`src/rtl/dma_pkg.sv`:
```
`default_nettype none
// ============================================================================
// Module   : dma_pkg
// Purpose  : Shared definitions for the 2D DMA engine: FSM state encoding,
//            swap_mode codes and the per-word byte transformation.
// Revision : 1.0 - initial release
// ============================================================================
package dma_pkg;

    // FSM state encoding
    localparam logic [2:0] c_ST_IDLE    = 3'd0;
    localparam logic [2:0] c_ST_RD      = 3'd1;
    localparam logic [2:0] c_ST_RD_WAIT = 3'd2;
    localparam logic [2:0] c_ST_WR      = 3'd3;
    localparam logic [2:0] c_ST_WR_WAIT = 3'd4;
    localparam logic [2:0] c_ST_FIN     = 3'd5;

    // swap_mode codes
    localparam logic [1:0] c_SWAP_NONE = 2'b00;
    localparam logic [1:0] c_SWAP_HALF = 2'b01;
    localparam logic [1:0] c_SWAP_REV  = 2'b10;
    localparam logic [1:0] c_SWAP_ODD  = 2'b11;

    // Byte transform of one data word. The word is carried in 64 bits so one
    // function serves both data widths; nbytes is the live width in bytes.
    // Halfword swap exchanges the two bytes of every 16-bit lane; full
    // reverse mirrors the live bytes end to end.
    function automatic logic [63:0] byte_swap(
        input logic [63:0] data,
        input logic [1:0]  mode,
        input logic        odd_row,
        input int          nbytes
    );
        logic [63:0] res;
        logic        half;
        res  = data;
        half = (mode == c_SWAP_HALF) || ((mode == c_SWAP_ODD) && odd_row);
        for (int i = 0; i < 8; i++) begin
            if (half) begin
                res[i*8 +: 8] = data[(i ^ 1)*8 +: 8];
            end else if ((mode == c_SWAP_REV) && (i < nbytes)) begin
                res[i*8 +: 8] = data[(nbytes - 1 - i)*8 +: 8];
            end
        end
        return res;
    endfunction

endpackage
`default_nettype wire

```
`src/rtl/dma_burst_fifo.sv`:
```
`default_nettype none
// ============================================================================
// Module   : dma_burst_fifo
// Purpose  : Synchronous FIFO holding one burst of read data between the read
//            and write phases of the DMA engine.
// Ports    : clk, rst (sync, active-high), flush (empties the FIFO),
//            push/push_data (write side), pop/pop_data (read side, pop_data
//            shows the head entry), empty, full.
// Revision : 1.0 - initial release
// ============================================================================
module dma_burst_fifo #(
    parameter int DEPTH = 4,
    parameter int WIDTH = 32
) (
    input  logic             clk,
    input  logic             rst,
    input  logic             flush,
    input  logic             push,
    input  logic [WIDTH-1:0] push_data,
    input  logic             pop,
    output logic [WIDTH-1:0] pop_data,
    output logic             empty,
    output logic             full
);
    localparam int c_PW = $clog2(DEPTH);

    // Pointers carry one extra wrap bit to separate full from empty.
    logic [c_PW:0]      wr_ptr_q, wr_ptr_d;
    logic [c_PW:0]      rd_ptr_q, rd_ptr_d;
    logic [WIDTH-1:0]   mem_q [DEPTH];
    logic               w_push_ok;
    logic               w_pop_ok;

    always_comb begin
        empty     = (wr_ptr_q == rd_ptr_q);
        full      = (wr_ptr_q[c_PW] != rd_ptr_q[c_PW]) &&
                    (wr_ptr_q[c_PW-1:0] == rd_ptr_q[c_PW-1:0]);
        w_push_ok = push && !full && !flush;
        w_pop_ok  = pop && !empty && !flush;
        wr_ptr_d  = flush ? '0 : wr_ptr_q + {{c_PW{1'b0}}, w_push_ok};
        rd_ptr_d  = flush ? '0 : rd_ptr_q + {{c_PW{1'b0}}, w_pop_ok};
        pop_data  = mem_q[rd_ptr_q[c_PW-1:0]];
    end

    always_ff @(posedge clk) begin
        if (rst) begin
            wr_ptr_q <= '0;
            rd_ptr_q <= '0;
        end else begin
            wr_ptr_q <= wr_ptr_d;
            rd_ptr_q <= rd_ptr_d;
        end
    end

    // Storage needs no reset: the pointers define what is valid.
    always_ff @(posedge clk) begin
        if (w_push_ok) begin
            mem_q[wr_ptr_q[c_PW-1:0]] <= push_data;
        end
    end

endmodule
`default_nettype wire

```
`src/rtl/dma_2d_engine.sv`:
```
`default_nettype none
// ============================================================================
// Module   : dma_2d_engine
// Purpose  : 2D (rows x line) memory copy engine over an ICB master port.
//            Each line is moved in bursts of up to BURST words: read burst,
//            buffer, write burst with optional byte swapping.
// Ports    : clk, rst; cfg (start, src/dst addr, line_bytes, rows, strides,
//            swap_mode, irq_clr); ICB cmd/rsp master channels; status
//            (busy, done, err, dma_irq).
// Revision : 1.0 - initial release
// ============================================================================
module dma_2d_engine #(
    parameter int AW    = 32,
    parameter int DW    = 32,
    parameter int BURST = 4
) (
    input  logic            clk,
    input  logic            rst,
    input  logic            start,
    input  logic [AW-1:0]   src_addr,
    input  logic [AW-1:0]   dst_addr,
    input  logic [15:0]     line_bytes,
    input  logic [15:0]     rows,
    input  logic [AW-1:0]   src_stride,
    input  logic [AW-1:0]   dst_stride,
    input  logic [1:0]      swap_mode,
    input  logic            irq_clr,
    output logic            dma_icb_cmd_valid,
    input  logic            dma_icb_cmd_ready,
    output logic [AW-1:0]   dma_icb_cmd_addr,
    output logic            dma_icb_cmd_read,
    output logic [DW-1:0]   dma_icb_cmd_wdata,
    output logic [DW/8-1:0] dma_icb_cmd_wmask,
    input  logic            dma_icb_rsp_valid,
    output logic            dma_icb_rsp_ready,
    input  logic            dma_icb_rsp_err,
    input  logic [DW-1:0]   dma_icb_rsp_rdata,
    output logic            busy,
    output logic            done,
    output logic            err,
    output logic            dma_irq
);
    import dma_pkg::*;

    localparam int c_BYTES  = DW / 8;
    localparam int c_BSHIFT = (DW == 64) ? 3 : 2;
    localparam int c_CW     = $clog2(BURST) + 1;

    logic [2:0]      state_q, state_d;
    logic [AW-1:0]   src_base_q, src_base_d;
    logic [AW-1:0]   dst_base_q, dst_base_d;
    logic [AW-1:0]   src_stride_q, src_stride_d;
    logic [AW-1:0]   dst_stride_q, dst_stride_d;
    logic [15:0]     words_q, words_d;
    logic [15:0]     rows_q, rows_d;
    logic [15:0]     row_idx_q, row_idx_d;
    logic [15:0]     word_off_q, word_off_d;
    logic [1:0]      swap_q, swap_d;
    logic [c_CW-1:0] cmd_cnt_q, cmd_cnt_d;
    logic [c_CW-1:0] rsp_cnt_q, rsp_cnt_d;
    logic            abort_q, abort_d;
    logic            done_q, done_d;
    logic            err_q, err_d;

    logic [15:0]     w_rem;
    logic [c_CW-1:0] w_burst_n;
    logic            w_last_cmd;
    logic            w_last_rsp;
    logic            w_line_end;
    logic            w_cmd_fire;
    logic [AW-1:0]   w_byte_off;
    logic [15:0]     w_start_words;
    logic            w_fifo_flush;
    logic            w_fifo_push;
    logic            w_fifo_pop;
    logic [DW-1:0]   w_fifo_data;
    logic            w_fifo_empty;
    logic            w_fifo_full;

    dma_burst_fifo #(
        .DEPTH (BURST),
        .WIDTH (DW)
    ) u_fifo (
        .clk       (clk),
        .rst       (rst),
        .flush     (w_fifo_flush),
        .push      (w_fifo_push),
        .push_data (dma_icb_rsp_rdata),
        .pop       (w_fifo_pop),
        .pop_data  (w_fifo_data),
        .empty     (w_fifo_empty),
        .full      (w_fifo_full)
    );

    // Burst length is derived from the line position, which only moves at
    // burst end, so it is stable throughout a read/write burst pair.
    always_comb begin
        w_rem         = words_q - word_off_q;
        w_burst_n     = (w_rem > 16'(BURST)) ? c_CW'(BURST) : w_rem[c_CW-1:0];
        w_last_cmd    = (cmd_cnt_q == w_burst_n - c_CW'(1));
        w_last_rsp    = (rsp_cnt_q == w_burst_n - c_CW'(1));
        w_line_end    = ((word_off_q + 16'(w_burst_n)) == words_q);
        w_byte_off    = AW'(word_off_q + 16'(cmd_cnt_q)) << c_BSHIFT;
        w_start_words = line_bytes >> c_BSHIFT;
        w_cmd_fire    = dma_icb_cmd_valid && dma_icb_cmd_ready;
    end

    // State register
    always_ff @(posedge clk) begin
        if (rst) begin
            state_q      <= c_ST_IDLE;
            src_base_q   <= '0;
            dst_base_q   <= '0;
            src_stride_q <= '0;
            dst_stride_q <= '0;
            words_q      <= '0;
            rows_q       <= '0;
            row_idx_q    <= '0;
            word_off_q   <= '0;
            swap_q       <= '0;
            cmd_cnt_q    <= '0;
            rsp_cnt_q    <= '0;
            abort_q      <= 1'b0;
            done_q       <= 1'b0;
            err_q        <= 1'b0;
        end else begin
            state_q      <= state_d;
            src_base_q   <= src_base_d;
            dst_base_q   <= dst_base_d;
            src_stride_q <= src_stride_d;
            dst_stride_q <= dst_stride_d;
            words_q      <= words_d;
            rows_q       <= rows_d;
            row_idx_q    <= row_idx_d;
            word_off_q   <= word_off_d;
            swap_q       <= swap_d;
            cmd_cnt_q    <= cmd_cnt_d;
            rsp_cnt_q    <= rsp_cnt_d;
            abort_q      <= abort_d;
            done_q       <= done_d;
            err_q        <= err_d;
        end
    end

    // Next-state logic
    always_comb begin
        state_d      = state_q;
        src_base_d   = src_base_q;
        dst_base_d   = dst_base_q;
        src_stride_d = src_stride_q;
        dst_stride_d = dst_stride_q;
        words_d      = words_q;
        rows_d       = rows_q;
        row_idx_d    = row_idx_q;
        word_off_d   = word_off_q;
        swap_d       = swap_q;
        cmd_cnt_d    = cmd_cnt_q;
        rsp_cnt_d    = rsp_cnt_q;
        abort_d      = abort_q;
        done_d       = done_q;
        err_d        = err_q;
        w_fifo_flush = 1'b0;
        w_fifo_push  = 1'b0;
        w_fifo_pop   = 1'b0;

        if (irq_clr) begin
            done_d = 1'b0;
            err_d  = 1'b0;
        end

        case (state_q)
            c_ST_IDLE: begin
                if (start) begin
                    src_base_d   = src_addr;
                    dst_base_d   = dst_addr;
                    src_stride_d = src_stride;
                    dst_stride_d = dst_stride;
                    words_d      = w_start_words;
                    rows_d       = rows;
                    swap_d       = swap_mode;
                    row_idx_d    = '0;
                    word_off_d   = '0;
                    cmd_cnt_d    = '0;
                    rsp_cnt_d    = '0;
                    abort_d      = 1'b0;
                    done_d       = 1'b0;
                    err_d        = 1'b0;
                    w_fifo_flush = 1'b1;
                    state_d      = ((w_start_words == '0) || (rows == '0)) ? c_ST_FIN : c_ST_RD;
                end
            end
            c_ST_RD, c_ST_WR: begin
                if (w_cmd_fire) begin
                    w_fifo_pop = (state_q == c_ST_WR);
                    if (w_last_cmd) begin
                        cmd_cnt_d = '0;
                        state_d   = (state_q == c_ST_RD) ? c_ST_RD_WAIT : c_ST_WR_WAIT;
                    end else begin
                        cmd_cnt_d = cmd_cnt_q + c_CW'(1);
                    end
                end
            end
            c_ST_RD_WAIT, c_ST_WR_WAIT: begin
                if (dma_icb_rsp_valid) begin
                    // After an error the rest of the burst is drained but dropped.
                    w_fifo_push = (state_q == c_ST_RD_WAIT) && !dma_icb_rsp_err &&
                                  !abort_q && !w_fifo_full;
                    if (dma_icb_rsp_err) begin
                        abort_d = 1'b1;
                        err_d   = 1'b1;
                    end
                    if (!w_last_rsp) begin
                        rsp_cnt_d = rsp_cnt_q + c_CW'(1);
                    end else begin
                        rsp_cnt_d = '0;
                        if (abort_q || dma_icb_rsp_err) begin
                            state_d = c_ST_FIN;
                        end else if (state_q == c_ST_RD_WAIT) begin
                            state_d = c_ST_WR;
                        end else if (w_line_end) begin
                            word_off_d = '0;
                            row_idx_d  = row_idx_q + 16'd1;
                            src_base_d = src_base_q + src_stride_q;
                            dst_base_d = dst_base_q + dst_stride_q;
                            state_d    = (row_idx_q == rows_q - 16'd1) ? c_ST_FIN : c_ST_RD;
                        end else begin
                            word_off_d = word_off_q + 16'(w_burst_n);
                            state_d    = c_ST_RD;
                        end
                    end
                end
            end
            c_ST_FIN: begin
                done_d  = !abort_q;
                state_d = c_ST_IDLE;
            end
            default: state_d = c_ST_IDLE;
        endcase
    end

    // Output logic
    always_comb begin
        dma_icb_cmd_valid = 1'b0;
        dma_icb_cmd_read  = 1'b0;
        dma_icb_cmd_addr  = '0;
        dma_icb_cmd_wdata = '0;
        dma_icb_cmd_wmask = '0;
        dma_icb_rsp_ready = 1'b0;
        case (state_q)
            c_ST_RD: begin
                dma_icb_cmd_valid = 1'b1;
                dma_icb_cmd_read  = 1'b1;
                dma_icb_cmd_addr  = src_base_q + w_byte_off;
            end
            c_ST_WR: begin
                dma_icb_cmd_valid = !w_fifo_empty;
                dma_icb_cmd_addr  = dst_base_q + w_byte_off;
                dma_icb_cmd_wdata = DW'(byte_swap(64'(w_fifo_data), swap_q,
                                                  row_idx_q[0], c_BYTES));
                dma_icb_cmd_wmask = '1;
            end
            c_ST_RD_WAIT, c_ST_WR_WAIT: begin
                dma_icb_rsp_ready = 1'b1;
            end
            default: ;
        endcase
        busy    = (state_q != c_ST_IDLE) && (state_q != c_ST_FIN);
        done    = done_q;
        err     = err_q;
        dma_irq = done_q | err_q;
    end

endmodule
`default_nettype wire

```
`config.mk`:
```
export PLATFORM = sky130hd
export DESIGN_NAME = dma_2d_engine
export DESIGN_NICKNAME = d
export VERILOG_FILES = /design/src/rtl/dma_pkg.sv /design/src/rtl/dma_burst_fifo.sv /design/src/rtl/dma_2d_engine.sv
export SDC_FILE = /design/constraint.sdc
export NUM_CORES = 1
export LEC_CHECK = 0
export CAP_MARGIN = 20
export CORE_AREA = 3 3 208 210
export CTS_CLUSTER_SIZE = 12
export DETAILED_ROUTE_END_ITERATION = 6
export DIE_AREA = 0 0 211 213
export PLACE_DENSITY = 0.8
export SYNTH_ARGS = -nofsm -noshare
export SYNTH_HDL_FRONTEND = slang
export SYNTH_SLANG_ARGS = --single-unit
```
`constraint.sdc`:
```
create_clock -name clk -period 12.8 [get_ports clk]
set_clock_uncertainty 0.15 [all_clocks]
set_input_delay 2.56 -clock clk [delete_from_list [all_inputs] [get_ports clk]]
set_output_delay 2.56 -clock clk [all_outputs]
set_load 0.02 [all_outputs]
```
## Word-level counts from Yosys, hierarchy flattened

Memory sizes are Yosys's and may differ from the RTL's. A register that Yosys moved wholly into a read port is not among the register bits.
Cells that the tools add are included.

- Flip-flop bits (word level): 210
- RAM bits: 128
- Bits of input ports: 201
- Output and inout bits: 75
- Logic and storage cells: 176
- Memories kept: 1

Memories:

| name | depth | width | rd ports | clocked after Yosys merged registers in | write ports | line | text |
|---|---|---|---|---|---|---|---|
| u_fifo.mem_q | 4 | 32 | 1 | 1 | 1 | dma_burst_fifo.sv:30 | `logic [WIDTH-1:0] mem_q [DEPTH];` |

- $add $sub $neg: 14
- Magnitude comparators: 1
- Eq/ne operators: 25
- Multiplexer cells: 82
- Bitwise logic cells: 1
- Reductions and logical operators: 35

Operators by type and width:

| cell | count |
|---|---|
| $mux 32 | 13 |
| $pmux 32 s2 | 3 |
| $mux 16 | 11 |
| $add 32x19->32 | 2 |
| $add 32x32->32 | 2 |
| $mux 8 | 8 |
| $pmux 16 s2 | 2 |
| $mux 3 | 17 |
| $logic_not 16->1 | 2 |
| $mux 1 | 19 |
| $ne 2x2->1 const B | 9 |
| $add 16x3->17 | 1 |
| $add 16x1->16 const B | 1 |
| $add 16x3->16 | 1 |
| $eq 16x14->1 | 1 |
| $eq 16x16->1 | 1 |
| $gt 16x3->1 const B | 1 |
| $sub 14x16->16 | 1 |
| $sub 16x1->16 const B | 1 |
| $pmux 3 s2 | 2 |
| $logic_and 1x1->1 | 11 |
| $eq 3x3->1 | 3 |
| $pmux 3 s3 | 1 |
| $pmux 1 s2 | 4 |
| 26 further kinds | 41 |

## Depth between registers and ports, before layout

- Depth after elaboration: 11
- Mapped depth: 27

## Modules after synthesis

From an unflattened synthesis, not the netlist that was laid out.

- Cell total of the unflattened synthesis: 2478
- Area total of the unflattened synthesis: 21052.7 µm²

Modules (own cells, without submodules):

| module | instances | cells each | area an instance (µm²) | sequential area each (µm²) |
|---|---|---|---|---|
| dma_2d_engine | 1 | 2272 | 16020.4 | 4083.9 |
| dma_burst_fifo | 1 | 206 | 5032.3 | 3963.8 |

## Worst setup path before layout

No wires, ideal clock.

- Path type: register -> output
- Start point: register state_q[0]
- End point: output dma_icb_cmd_addr[20]
- Arrival: 4.444 ns
- Required time: 10.090 ns
- Setup slack: 5.646 ns
- Stages on the path, launching flop included: 24
- Path buffers: 3
- Path through: dfxtp_1 -> inv_1 -> nor2_1 -> nand2_1 -> clkbuf_1 -> clkbuf_1 -> buf_1 -> nand2_1 -> nand2_1 -> ha_1 -> fa_1 -> a21oi_1 -> o21bai_1 -> a21oi_1 -> o21bai_1 -> a21oi_1 -> o21ai_0 -> nand2b_1 -> a31oi_1 -> a21oi_1 -> nand2_1 -> xnor2_1 -> nor2_1 -> a211oi_1

RTL lines:

| element | line | text |
|---|---|---|
| from (decl) | dma_2d_engine.sv:49 | `logic [2:0] state_q, state_d;` |
| from (signal assigned) | dma_2d_engine.sv:111 | `state_q <= c_ST_IDLE;` |
| from (signal assigned) | dma_2d_engine.sv:127 | `state_q <= state_d;` |
| to (decl) | dma_2d_engine.sv:30 | `output logic [AW-1:0] dma_icb_cmd_addr,` |

==> flow_summary.toml <==
[outcome]
status = "completed"

[global_route]
track_usage_pct = 28.08
grt_pass1_vias = 18540
grt_pass1_wl_mm = 100.5
grt_start_max_net_pins = 116
antenna_found_initial = 6
grt-ovfl-total = 0

[setup_path]
critPathLaunchType = "flop"
cp.arrival_ps = 7220
cp_common_cell = "a21oi_1"
worstSetupEndpointType = "output port"
cp_slowest_stage_delay_ps = 820
path_cells = "inv_1 > nor2_1 > nand2_2 > buf_4 > inv_1 > nand2_1 > nand2_1 > ha_1 > fa_1 > a21oi_1 > o21bai_1 > a21oi_1 > o21bai_1 > a21oi_1 > o21ai_0 > nand2b_1 > a31oi_1 > a21oi_1 > nor3b_1 > nand3_1 > xnor2_1 > nor2_1 > clkdlybuf4s50_1"
crit_slowest_cell = "inv_1"
worstPathMaxFanout = 62
crit_required_ps = 10090
path_class = "reg2out"

[drt]
met3_length_mm = 5.554
drtPass1Iterations = 6
highest_layer = "met5"
vias = 19210
drc = 0
final_antenna_net_count = 0
met1_length_mm = 26.78
vias_per_cell = 6.071
wl_met2_mm = 29.64
routed_wl_mm = 64.65
drt_iter0_drc = 1871
routedWlPerCell_um = 20.43

[layout]
drive_gt1_share_pct = 5.907
final_common_cell = "nand2_1"
syn2layout_area_growth_pct = 21.20
nFillCells = 3527
final_cell_mix = "443 x nand2_1, 284 x a21oi_1, 272 x clkdlybuf4s50_1, 209 x dfxtp_1, 188 x nor2_1"
finalNetCount = 2909

[worst_hold_path]
hold_path_class = "reg2reg"

[synth]
syn_area_per_cell_um2 = 8.641
syn_inst = 2397
yosysTopAreaCellShare_pct = 20.30
yosysSeqAreaShare_pct = 38.85
ys_warn_count = 0
synth_cell_types = 83
synth.largest_area_cell = "dfxtp_1"
synth_edf_count = 128
synth-seq-cells = 338
syn_area_um2 = 20710
yosys_most_used_dff = "dfxtp_1"
syn_nets = 2710
synthArstFlopShare_pct = 0
synth_area_leaders = "dfxtp_1 20%, edfxtp_1 19%, nand2_1 8.1%"

[die]
pin_count = 276
initial_core_util_pct = 49.60
rows = 75
die_x_um = 211
design.core.area_um2 = 41760
die_h_um = 213
dieArea_um2 = 44940

[cts]
clock_latency_ps = 570
cts_setup_buffers = 0
ctsResizeCount = 0
ctsHoldBuffers = 0
cts_buffers = 39
cts_htree_levels = 2
clk_pin_slew_ps = 60
cts-root-buf = "clkbuf_16"
cts_tree = "yes"
clock-sinks = 338
cts_buffer_depth = 3

[power_and_ir_drop]
power_leakage_nw = 9.532
vdd_ir_drop_max_mv = 0.1673
power.density_nw_per_um2 = 193.4
power_mw = 4.854

[sta]
final_hold_viol_count = 0
grt_setup_unrepaired = "false"
slew_headroom_pct = 28.91
finalCritPeriodShare_pct = 77.57
final.min_clock_period_ps = 9929
tns_ps = 0
fmax_ghz = 0.1007
final-setup-viol-count = 0
finalMaxSlewViolations = 0
tightestPinTransition_ps = 1066

[place]
portBuffers = 273
place.gp.congestion = 0.9665
dp_hpwl_mm = 45.67

[job]
maxCapViolations = 0
[routing by layer]
layer / global-route usage [%] / vias to the layer above
met5: 0 / -
li1: - / 9046
met2: 45.46 / 855
met1: 37.31 / 9147
met3: 5.466 / 151
met4: 11.29 / 10
[worst paths after layout]
| check | start | to | slack [ps] | cells past startpoint |
|---|---|---|---|---|
| setup reg to reg | words_q[0] | src_base_q[7] | 5660 | 25 |
| hold reg to reg | dst_stride_q[14] | dst_stride_q[14] | 310 | 2 |
| setup / recovery | state_q[0] | dma_icb_cmd_addr[28] | 2870 | 23 |
| hold / removal | dst_stride_q[14] | dst_stride_q[14] | 310 | 2 |
[through the flow]
step / cells / hold slack, ps / area [um^2] / setup WS (ps) / util (%)
final: 3164 / 311.5 / 25100 / 2871 / 60.12
after global routing: 3164 / 334.3 / 25100 / 2415 / 60.12
after CTS: 3161 / 313.4 / 25060 / 3036 / 60.01
after detailed placement: 3092 / 305.5 / 23790 / 3658 / 56.97
after global placement: 3092 / 298.5 / 23790 / 3789 / 56.97
after floorplan: 2397 / 290.0 / 20710 / 5646 / -
[critical path, delay by kind of cell, from the launching register on]
family | cells | cell delay (ps)
buffers and inverters | 4 | 2030
adder cells (fa/ha/maj) | 2 | 410
AO/OA/AOI/OAI | 8 | 1600
AND/OR/NAND/NOR | 8 | 1880
XOR/XNOR | 1 | 170
flip-flops | 1 | 580
[sequential cells by signal, indices dropped and copies added, names as in the netlist]
name and count:
src_stride_q 32, u_fifo.mem_q 128, done 1, rsp_cnt_q 3
state_q 3, word_off_q 16, words_q 14, dst_base_q 32
u_fifo.rd_ptr_q 3, dst_stride_q 32, cmd_cnt_q 3, u_fifo.wr_ptr_q 3
err 1, src_base_q 32, swap_q 2, row_idx_q 16
rows_q 16, abort_q 1
[cells by family after synthesis]
logic type,after synthesis,synth area share (%)
buffers and inverters,192,3.643
AO/OA/AOI/OAI,638,19.60
XOR/XNOR,156,6.699
AND/OR/NAND/NOR,898,19.26
flip-flops,338,38.85
multiplexers,63,4.996
adder cells (fa/ha/maj),112,6.947
[cell usage after synthesis, types with 12 or more instances]
cell type / instances
a211oi_1: 42
a21o_1: 43
a21oi_1: 284
a311oi_1: 52
a31oi_1: 22
and2_1: 19
and3_1: 21
buf_1: 13
buf_2: 15
clkbuf_1: 104
dfxtp_1: 210
edfxtp_1: 128
ha_1: 107
inv_1: 55
mux2i_1: 28
mux4_2: 32
nand2_1: 446
nand2b_1: 18
nand3_1: 38
nand4_1: 16
nor2_1: 191
nor2b_1: 18
nor3_1: 55
nor4_1: 13
o21a_1: 14
o21ai_0: 72
o21bai_1: 14
or2_2: 12
or3_1: 13
xnor2_1: 108
xor2_1: 46
[area by class of cell]
cell class | instances | area, um^2 | area share (%)
well taps | 539 | 674.4 | 2.686
clock buffers | 58 | 1107 | 4.411
multi-input cells | 1867 | 11980 | 47.72
repair buffers | 294 | 2919 | 11.63
inverters | 56 | 210.2 | 0.8373
diodes | 1 | 2.502 | 0.009968
clock inverters | 11 | 162.7 | 0.6479
flip-flops and latches | 338 | 8049 | 32.06
[power breakdown]
part | internal [mW] | total, mW | switching (mW)
combinational | 0.842 | 2.23 | 1.39
sequential | 1.29 | 1.52 | 0.227
clock | 0.647 | 1.11 | 0.464
total | 2.78 | 4.85 | 2.08
(Power assumes the default switching activity.)
